`config.mk`:
```
export PLATFORM = sky130hd
export DESIGN_NAME = booth_mul_iter
export DESIGN_NICKNAME = d
export VERILOG_FILES = /design/src/rtl/booth_mul_iter.sv
export SDC_FILE = /design/constraint.sdc
export NUM_CORES = 1
export LEC_CHECK = 0
export ABC_AREA = 0
export CORE_ASPECT_RATIO = 0.6
export CORE_MARGIN = 5
export CORE_UTILIZATION = 60
export CTS_BUF_LIST = sky130_fd_sc_hd__clkbuf_4 sky130_fd_sc_hd__clkbuf_8 sky130_fd_sc_hd__clkbuf_16
export CTS_CLUSTER_SIZE = 30
export DETAILED_ROUTE_END_ITERATION = 10
export PLACE_DENSITY = 0.82
export SYNTH_ARGS = -nofsm -noshare
export SYNTH_HDL_FRONTEND = slang
export SYNTH_SLANG_ARGS = --single-unit
```
`constraint.sdc`:
```
create_clock -name clk -period 5.8 [get_ports clk]
set_input_delay 0.58 -clock clk [delete_from_list [all_inputs] [get_ports clk]]
set_output_delay 0.58 -clock clk [all_outputs]
set_load 0.02 [all_outputs]
```
`src/rtl/booth_mul_iter.sv`:
```
// Iterative radix-4 Booth multiplier: one Booth digit per clock, signed/unsigned per operation,
// valid/ready result handshake with backpressure and a flush that abandons any pending work.
module booth_mul_iter #(
   parameter int WIDTH = 32
) (
   input  logic                 clk,
   input  logic                 reset,
   input  logic                 flush,
   input  logic                 in_valid,
   output logic                 in_ready,
   input  logic                 mul_signed,
   input  logic [WIDTH-1:0]     src1,
   input  logic [WIDTH-1:0]     src2,
   output logic                 out_valid,
   input  logic                 out_ready,
   output logic [2*WIDTH-1:0]   result,
   output logic                 busy
);

   localparam int NDIG = (WIDTH + 2) / 2;
   localparam int EW   = WIDTH + 2;
   localparam int AW   = 2 * WIDTH + 4;
   localparam int CW   = $clog2(NDIG + 1);

   typedef enum logic [1:0] {IDLE, BUSY, DONE} state_t;

   state_t               state_q, state_d;
   logic [AW-1:0]        mcand_q, mcand_d;
   logic [EW:0]          mplier_q, mplier_d;
   logic [AW-1:0]        acc_q, acc_d;
   logic [CW-1:0]        cnt_q, cnt_d;
   logic [2*WIDTH-1:0]   result_q, result_d;

   logic                 accept;
   logic [EW-1:0]        ext1, ext2;
   logic [AW-1:0]        term, accSum;

   always_comb begin
      state_d  = state_q;
      mcand_d  = mcand_q;
      mplier_d = mplier_q;
      acc_d    = acc_q;
      cnt_d    = cnt_q;
      result_d = result_q;

      in_ready = !reset && !flush &&
                 ((state_q == IDLE) || ((state_q == DONE) && out_ready));
      accept   = in_valid && in_ready;

      ext1 = mul_signed ? {{2{src1[WIDTH-1]}}, src1} : {2'b00, src1};
      ext2 = mul_signed ? {{2{src2[WIDTH-1]}}, src2} : {2'b00, src2};

      // The multiplicand is pre-shifted by 2 every digit, so the term is already aligned.
      unique case (mplier_q[2:0])
         3'b001, 3'b010: term = mcand_q;
         3'b011:         term = mcand_q << 1;
         3'b100:         term = -(mcand_q << 1);
         3'b101, 3'b110: term = -mcand_q;
         default:        term = '0;
      endcase
      accSum = acc_q + term;

      unique case (state_q)
         BUSY: begin
            acc_d    = accSum;
            mcand_d  = mcand_q << 2;
            mplier_d = mplier_q >> 2;
            cnt_d    = cnt_q + CW'(1);
            if (cnt_q == CW'(NDIG - 1)) begin
               result_d = accSum[2*WIDTH-1:0];
               state_d  = DONE;
            end
         end
         DONE: begin
            if (out_ready) state_d = IDLE;
         end
         default: ;
      endcase

      if (accept) begin
         mcand_d  = {{(AW-EW){ext1[EW-1]}}, ext1};
         mplier_d = {ext2, 1'b0};
         acc_d    = '0;
         cnt_d    = '0;
         state_d  = BUSY;
      end

      // Flush outranks both accept and the output handshake; the held result is left untouched.
      if (flush) begin
         state_d = IDLE;
         acc_d   = '0;
         cnt_d   = '0;
      end
   end

   always_ff @(posedge clk) begin
      if (reset) begin
         state_q  <= IDLE;
         mcand_q  <= '0;
         mplier_q <= '0;
         acc_q    <= '0;
         cnt_q    <= '0;
         result_q <= '0;
      end else begin
         state_q  <= state_d;
         mcand_q  <= mcand_d;
         mplier_q <= mplier_d;
         acc_q    <= acc_d;
         cnt_q    <= cnt_d;
         result_q <= result_d;
      end
   end

   assign out_valid = (state_q == DONE);
   assign busy      = (state_q == BUSY);
   assign result    = result_q;

endmodule

```
==> results.txt, run 1 <==
----------------------------------------------------
[Status]
  Result of the run ... complete, no violations

[Yosys]
  Cells after Synth ... 2195
  Share of synthesized cell area in and, or, nand and nor gates ... 21.1%
  Share of synthesized cell area in full adder, half adder and majority cells ... 5.43%
  Syn_nets ... 2335
  Synthesized-area fraction occupied by xor and xnor cells ... 8.02%
  Post-synthesis compound-gate area fraction ... 24.1%
  Share of synthesized area spent on multiplexers ... 7.39%
  Number of synthesized register bits ... 233
  Most common cell in the netlist ... sky130_fd_sc_hd__nor2_1
  Avg Cell Area, Syn ... 7.41 um^2
  Number of flops mapped to enable cells by yosys ... 0
  Part of the Yosys area used for sequential elements ... 28.7%
  Number of warning messages in the yosys log ... 0
  Cell area after technology mapping ... 0.0163 mm^2
  Top cells by count, synth ... sky130_fd_sc_hd__nor2_1 (283), sky130_fd_sc_hd__nand2_1 (262), sky130_fd_sc_hd__dfxtp_1 (233), sky130_fd_sc_hd__a21oi_1 (206), sky130_fd_sc_hd__clkbuf_1 (174)
  Largest family of logic cells by synthesized area ... compound AO/OA/AOI/OAI gates
  Unique masters post-synth ... 70
  Leading register cell type out of synthesis ... sky130_fd_sc_hd__dfxtp_1
  Area share of the largest cell type after synthesis ... 28.7%
  Top cells by area in the synthesized netlist ... sky130_fd_sc_hd__dfxtp_1 (29%), sky130_fd_sc_hd__mux2i_1 (7.4%), sky130_fd_sc_hd__nor2_1 (6.5%)
  Cell taking the most area after synthesis ... sky130_fd_sc_hd__dfxtp_1
  Proportion of synthesized flip-flops having asynchronous set or reset ... 0%

[Clock network]
  Sink Count ... 233
  Hold buffers post-CTS ... 0
  CTS H-Tree Depth ... 1
  Worst-Skew Late Latency ... 0.54 ns
  Clk slew on worst S/H paths ... 0.06 ns
  CTS Buffer Depth ... 3
  Number of clock buffers inserted by TritonCTS ... 23
  Clock root buffer master ... sky130_fd_sc_hd__clkbuf_16
  CTS tree ... built

[Layout]
  Signed area change from the synthesized netlist to the final layout ... 17.5%
  Fraction of final layout cells with drive strength greater than 1 ... 9.21%
  Util after Layout ... 72.0%
  Number of diodes ... 0
  Total number of nets in the final design ... 2405
  Design Area, Final ... 0.0191 mm^2
  Non-Filler Instances ... 2641

[Power]
  Power, Total ... 4.27 mW
  Pwr Density ... 224 mW/mm^2
  Leakage power ... 7.14 nW
  Peak ir drop on the vdd network ... 0.235 mV

[Global routing]
  Wire length of the first global-routing pass ... 89000 um
  Grt met3 use ... 7.26%
  Total global routing overflow ... 0
  Initial antenna violation count ... 0
  Met2 routing resource usage after global routing ... 51.0%
  Most utilized layer in the global route result ... met1
  Global-route total usage across every layer ... 35.4%
  Number of global-route vias before repair ... 15900
  M1 GR Usage ... 53.3%
  Pin count of the biggest net entering global routing ... 110

[Critical path]
  FF-to-FF setup slack ... 0.19 ns
  Arrival time reported for the critical path endpoint ... 6.00 ns
  Number of buffer and inverter instances along the worst setup path ... 1
  Ordered list of cells on the worst path ... or4_4, or2_1, or3_4, or3_4, or3_4, nor2_4, nand2_2, xor2_1, a221oi_2, a31oi_1, ha_2, nand3_1, nor2_1, a32oi_1, nand3_1, a31oi_4, o31ai_1, buf_4, o211a_1, o21a_1, a311oi_1, o22ai_1
  Top cell family by delay on the critical path ... simple AND/OR/NAND/NOR gates
  Depth of the worst register-to-register path ... 22
  Crit Path Class ... flop to flop
  Critical R2R Capture ... acc_q[57]$_SDFFE_PP0P_
  CP Max Fanout ... 7
  Critical Path Max Stage Delay ... 0.56 ns
  Critical path launch point type ... flop
  Kind of end point of the critical path ... flop
  Critical path required time ... 6.19 ns
  CP Launch Point ... mcand_q[0]$_SDFFE_PP0P_
  CP Depth ... 22
  Cell with the largest stage delay on the worst path ... sky130_fd_sc_hd__or4_4
  Worst reg2reg path startpoint ... mcand_q[0]$_SDFFE_PP0P_
  Critical path endpoint ... acc_q[57]$_SDFFE_PP0P_
  Most common cell on crit path ... sky130_fd_sc_hd__or3_4

[Routing]
  Wire length after detailed routing ... 55900 um
  Total iterations of the first detailed-routing run ... 6
  Routed via count ... 17200
  Ratio of routed vias to standard cells ... 6.52
  Final routed DRC violation total ... 0
  Count of antenna-violating nets left after detailed routing ... 0
  Wirelength per Cell ... 21.2 um
  First-iteration detailed-routing DRC count ... 2298

[Placement]
  Pre-CTS setup slack ... -0.0735 ns
  Placed cell count ... 2595
  Port Buffers ... 136
  Final weighted congestion in routability-driven placement ... 1.07
  HPWL after detailed placement ... 40500 um
  Placed inst area ... 0.0181 mm^2

[Worst hold path]
  Min-Delay Path Class ... flop to flop
  Hold path depth ... 2

[Floorplanning]
  Full die area ... 0.0306 mm^2
  Height of the chip ... 138 um
  Die Span X ... 223 um
  Starting Density ... 61.3%
  Core box area ... 0.0265 mm^2
  Number of rows in the core area ... 46
  Ports placed on the boundary ... 137

[Timing]
  Least-Margin Pin Slew ... 1.22 ns
  Fmax achieved ... 0.178 GHz
  Headroom to the max-slew limit ... 18.9%
  Final hold violation count ... 0
  Minimum clock period after layout ... 5.61 ns
  Clock skew ... 0.00947 ns
  Post-route worst hold slack ... 0.454 ns
  Count of final max-slew check failures ... 0
  Fraction of the cycle the final worst path needs ... 96.7%
  Setup violation total in the final timing report ... 0
  Worst setup slack after layout ... 0.189 ns
  Total Neg Setup Slack ... 0 ns

[Run]
  Max-cap viol count ... 0

----------------------------------------------------
==> routing by layer <==
metal | up-vias | wire length (um)
met2 | 930 | 22600
met1 | 8166 | 25600
li1 | 7959 | -
met3 | 159 | 6020
met5 | - | 0
met4 | 0 | 1700
==> report_power, final <==
group          leakage, nW  switching (mW)  internal, mW
Sequential            1.89          0.0795          1.65
Clock                0.370           0.694         0.839
Combinational         4.88           0.608         0.396
==> cell families after synthesis <==
group / after synthesis
compound gates: 627
simple gates: 775
buf+inv: 221
mux: 120
flops: 233
xor+xnor: 149
fa+ha+maj: 70
==> worst register-to-register path: cells and delay by family, from the launching register on <==
| kind | cells | cell delay [ns] |
|---|---|---|
| compound gates | 9 | 1.94 |
| xor+xnor | 1 | 0.18 |
| fa+ha+maj | 1 | 0.37 |
| buf+inv | 1 | 0.16 |
| flops | 1 | 0.36 |
| simple gates | 10 | 2.46 |
==> flip-flops by register name, summed over array words and instances, names as in the netlist <==
signal    flops
acc_q        64
mcand_q      64
result       64
mplier_q     34
cnt_q         5
state_q       2
==> worst min-delay path by stage <==
stage                                       start                      end  slack [ns]
after global routing      result[13]$_SDFFE_PP0P_  result[13]$_SDFFE_PP0P_        0.47
after global placement    result[37]$_SDFFE_PP0P_  result[37]$_SDFFE_PP0P_        0.44
after CTS                 result[13]$_SDFFE_PP0P_  result[13]$_SDFFE_PP0P_        0.46
final                     result[13]$_SDFFE_PP0P_  result[13]$_SDFFE_PP0P_        0.45
after detailed placement  result[13]$_SDFFE_PP0P_  result[13]$_SDFFE_PP0P_        0.45
after floorplan            acc_q[60]$_SDFFE_PP0P_   acc_q[60]$_SDFFE_PP0P_        0.45
==> layout by cell type (no fill, tap or decap), types with 7 or more instances in the layout <==
cell                              instances
sky130_fd_sc_hd__o31ai_1                  7
sky130_fd_sc_hd__or3_1                   27
sky130_fd_sc_hd__xor2_1                  70
sky130_fd_sc_hd__a21o_1                  42
sky130_fd_sc_hd__nor2_1                 281
sky130_fd_sc_hd__a211oi_1                81
sky130_fd_sc_hd__nand3_1                 35
sky130_fd_sc_hd__o22ai_1                 11
sky130_fd_sc_hd__ha_1                    64
sky130_fd_sc_hd__dfxtp_1                230
sky130_fd_sc_hd__clkinv_2                 7
sky130_fd_sc_hd__mux2i_1                120
sky130_fd_sc_hd__o211ai_1                 9
sky130_fd_sc_hd__a221oi_1                27
sky130_fd_sc_hd__inv_1                   28
sky130_fd_sc_hd__nor3_1                  67
sky130_fd_sc_hd__clkdlybuf4s50_1        135
sky130_fd_sc_hd__xnor2_1                 77
sky130_fd_sc_hd__nand2b_1                 9
sky130_fd_sc_hd__nor3_2                   7
sky130_fd_sc_hd__o21bai_1                14
sky130_fd_sc_hd__o21ai_0                116
sky130_fd_sc_hd__o21ai_1                 11
sky130_fd_sc_hd__clkbuf_16               23
sky130_fd_sc_hd__a31oi_1                 25
sky130_fd_sc_hd__nand2_1                259
sky130_fd_sc_hd__o21a_1                  11
sky130_fd_sc_hd__a22oi_1                 14
sky130_fd_sc_hd__buf_4                  101
sky130_fd_sc_hd__nand4_1                 27
sky130_fd_sc_hd__o221ai_1                 7
sky130_fd_sc_hd__a21oi_1                201
==> area by class of cell <==
class                      instances  area [um^2]
timing repair buffer             237         2130
inverter                          29          109
sequential                       233         4670
clock buffer                      26          598
fill                            2151         7430
tap                              360          450
multi-input combinational       1741        11000
clock inverter                    15          145
==> timing repair <==
item,in CTS,in global routing
buffers inserted,0,5
endpoints found under the setup margin,12,47
pin swaps,0,12
resized for setup,8,43
No activity file was read; power rests on OpenSTA's default activity.
==> run 2: changes to the inputs <==
==> constraint.sdc (replaced) <==
create_clock -name clk -period 5.6 [get_ports clk]
set_input_delay 0.56 -clock clk [delete_from_list [all_inputs] [get_ports clk]]
set_output_delay 0.56 -clock clk [all_outputs]
set_load 0.02 [all_outputs]
==> run 2 against run 1 <==
Compared with the run above: via count is 0.94% lower; register-to-register slack worse by 0.02 ns; combinational power increased by 6%; non-clock buffer count is 17 higher; clock power grew 14%; worst setup slack lost 0.017 ns; wire length is 2.3% lower; sequential power up 4%; global-route usage fell by 1.2 points; cell area up 1.5%; critical path depth is 2 lower; count of clock-buffer cells in the layout increased by 6.
==> results.txt, run 2 (synthesis results as in run 1) <==
----------------------------------------------------
[Status]
  Result of the run ... complete, no violations

[Clock network]
  Clk slew on worst S/H paths ... 0.07 ns
  Worst-Skew Late Latency ... 0.55 ns
  Clock root buffer master ... sky130_fd_sc_hd__clkbuf_16
  Number of clock buffers inserted by TritonCTS ... 24
  Hold buffers post-CTS ... 0
  CTS tree ... built
  CTS Buffer Depth ... 3
  Sink Count ... 233
  CTS H-Tree Depth ... 1

[Layout]
  Fill cell instance count of the final layout ... 2151
  Area of the multi-input gates ... 0.0111 mm^2
  Number of diodes ... 0
  Total number of nets in the final design ... 2423
  Top library cells by usage in the layout, fill and taps aside ... sky130_fd_sc_hd__nor2_1 (280), sky130_fd_sc_hd__nand2_1 (259), sky130_fd_sc_hd__dfxtp_1 (230), sky130_fd_sc_hd__a21oi_1 (199), sky130_fd_sc_hd__clkdlybuf4s50_1 (135)
  Register Area ... 0.00467 mm^2
  Util after Layout ... 73.1%
  Most common library cell in the layout ignoring fill and taps ... sky130_fd_sc_hd__nor2_1
  Fraction of final layout cells with drive strength greater than 1 ... 10.5%
  Signed area change from the synthesized netlist to the final layout ... 19.2%
  Design Area, Final ... 0.0194 mm^2

[Critical path]
  Critical path launch point type ... flop
  Kind of end point of the critical path ... flop
  CP Max Fanout ... 7
  Crit Path Class ... flop to flop
  Critical path required time ... 6.09 ns
  Arrival time reported for the critical path endpoint ... 5.92 ns

[Global routing]
  Total global routing overflow ... 0
  Global-route total usage across every layer ... 34.2%
  Number of global-route vias before repair ... 15600
  Wire length of the first global-routing pass ... 86000 um
  Pin count of the biggest net entering global routing ... 93
  Initial antenna violation count ... 0

[Floorplanning]
  Die Span X ... 223 um
  Height of the chip ... 138 um
  Number of rows in the core area ... 46
  Ports placed on the boundary ... 137
  Full die area ... 0.0306 mm^2
  Core box area ... 0.0265 mm^2
  Starting Density ... 61.3%

[Routing]
  Count of antenna-violating nets left after detailed routing ... 0
  Final routed DRC violation total ... 0
  Ratio of routed vias to standard cells ... 6.41
  Wirelength per Cell ... 20.5 um
  First-iteration detailed-routing DRC count ... 2053
  Wire length after detailed routing ... 54600 um
  Total iterations of the first detailed-routing run ... 6
  Routed via count ... 17100

[Power]
  Leakage power ... 7.30 nW
  Power, Total ... 4.60 mW
  Relative contribution of the clock network to total power ... 37.9%
  Switching share of total power ... 31.5%
  Internal power ... 3.15 mW
  Share of total power in sequential cells ... 39.0%
  Peak ir drop on the vdd network ... 0.219 mV
  Power dissipated by switching net loads ... 1.45 mW
  Pwr Density ... 237 mW/mm^2
  Combinational group share of total power ... 23.1%

[Worst hold path]
  Min-Delay Path Class ... flop to flop

[Placement]
  Placed inst area ... 0.0182 mm^2
  Final weighted congestion in routability-driven placement ... 1.03
  Pre-CTS setup slack ... -0.00388 ns
  Port Buffers ... 136
  HPWL after detailed placement ... 39900 um

[Timing]
  Fraction of the cycle the final worst path needs ... 96.9%
  Count of final max-slew check failures ... 0
  Minimum clock period after layout ... 5.43 ns
  Least-Margin Pin Slew ... 1.20 ns
  Fmax achieved ... 0.184 GHz
  Worst setup slack after layout ... 0.172 ns
  Post-route worst hold slack ... 0.453 ns
  Final hold violation count ... 0
  Headroom to the max-slew limit ... 20.1%
  Setup violation total in the final timing report ... 0
  Clock skew ... 0.0115 ns

[Run]
  Max-cap viol count ... 0

----------------------------------------------------
-- run 2: cell count changes in the layout (fill, tap and decap cells not counted), moves of 3 or more --
| cell | change |
|---|---|
| sky130_fd_sc_hd__buf_4 | +18 |
| sky130_fd_sc_hd__o21ai_0 | -4 |
| sky130_fd_sc_hd__clkinv_4 | -3 |
| sky130_fd_sc_hd__clkinv_2 | -4 |
| sky130_fd_sc_hd__o21ai_1 | +5 |
| sky130_fd_sc_hd__nor3_1 | -3 |
-- run 2: power by group through the flow --
stage               Clock (mW)  Combinational [mW]  Sequential, mW
finish                    1.74                1.06            1.80
global route              1.83                1.14            1.80
CTS                       1.75                1.01            1.79
detailed placement           0               0.998            1.83
global placement             0               0.981            1.83
floorplan                    0               0.716            1.78
-- run 2: per-layer routing --
layer	global-route usage, %	vias to the layer above	wire [um]
met5	0	-	0
met4	9.66	0	1540
met3	6.88	128	5470
met2	50.7	876	22700
met1	50.6	8056	24900
li1	-	7992	-
-- run 2: critical path, stage by stage, from the launching register on --
cell                        delay (ns)
sky130_fd_sc_hd__dfxtp_1          0.34
sky130_fd_sc_hd__or4_4            0.54
sky130_fd_sc_hd__or2_1            0.25
sky130_fd_sc_hd__or3_4            0.35
sky130_fd_sc_hd__or3_4            0.34
sky130_fd_sc_hd__or3_4            0.38
sky130_fd_sc_hd__nand2_1          0.10
sky130_fd_sc_hd__xor2_1           0.15
sky130_fd_sc_hd__nor2_1           0.05
sky130_fd_sc_hd__a221o_1          0.35
sky130_fd_sc_hd__ha_4             0.33
sky130_fd_sc_hd__and4_1           0.26
sky130_fd_sc_hd__nand3_1          0.12
sky130_fd_sc_hd__or3_1            0.35
sky130_fd_sc_hd__o22ai_1          0.18
sky130_fd_sc_hd__a21oi_1          0.16
sky130_fd_sc_hd__a31oi_1          0.20
sky130_fd_sc_hd__buf_4            0.16
sky130_fd_sc_hd__nand4_1          0.16
sky130_fd_sc_hd__a2111oi_1        0.44
sky130_fd_sc_hd__a311o_1          0.16
-- run 2: layout make-up --
class | instances | share of cell area, %
well taps | 360 | 2.32
clock inverters | 11 | 0.781
multi-input cells | 1741 | 57.1
clock buffers | 32 | 3.56
repair buffers | 254 | 11.6
flip-flops and latches | 233 | 24.1
inverters | 29 | 0.561
-- run 2: path summary, 6_finish.rpt --
check	end	slack, ns	startpoint	depth (start not counted)
min	result[16]$_SDFFE_PP0P_	0.45	result[16]$_SDFFE_PP0P_	2
max	result[60]$_SDFFE_PP0P_	0.17	mcand_q[0]$_SDFFE_PP0P_	20
min reg2reg	result[16]$_SDFFE_PP0P_	0.45	result[16]$_SDFFE_PP0P_	2
max reg2reg	result[60]$_SDFFE_PP0P_	0.17	mcand_q[0]$_SDFFE_PP0P_	20
-- run 2: what timing repair did --
item                                    CTS  global route
resized for setup                         2            66
pin swaps                                 1            18
buffers inserted                          0             2
endpoints found under the setup margin    1            56
-- run 2: through the flow --
step | setup TNS (ns) | cells
2_1_floorplan | 0 | 2195
3_3_place_gp | 0 | 2615
3_5_place_dp | -0.00388 | 2615
4_1_cts | 0 | 2658
5_1_grt | -0.0546 | 2660
6_report | 0 | 2660
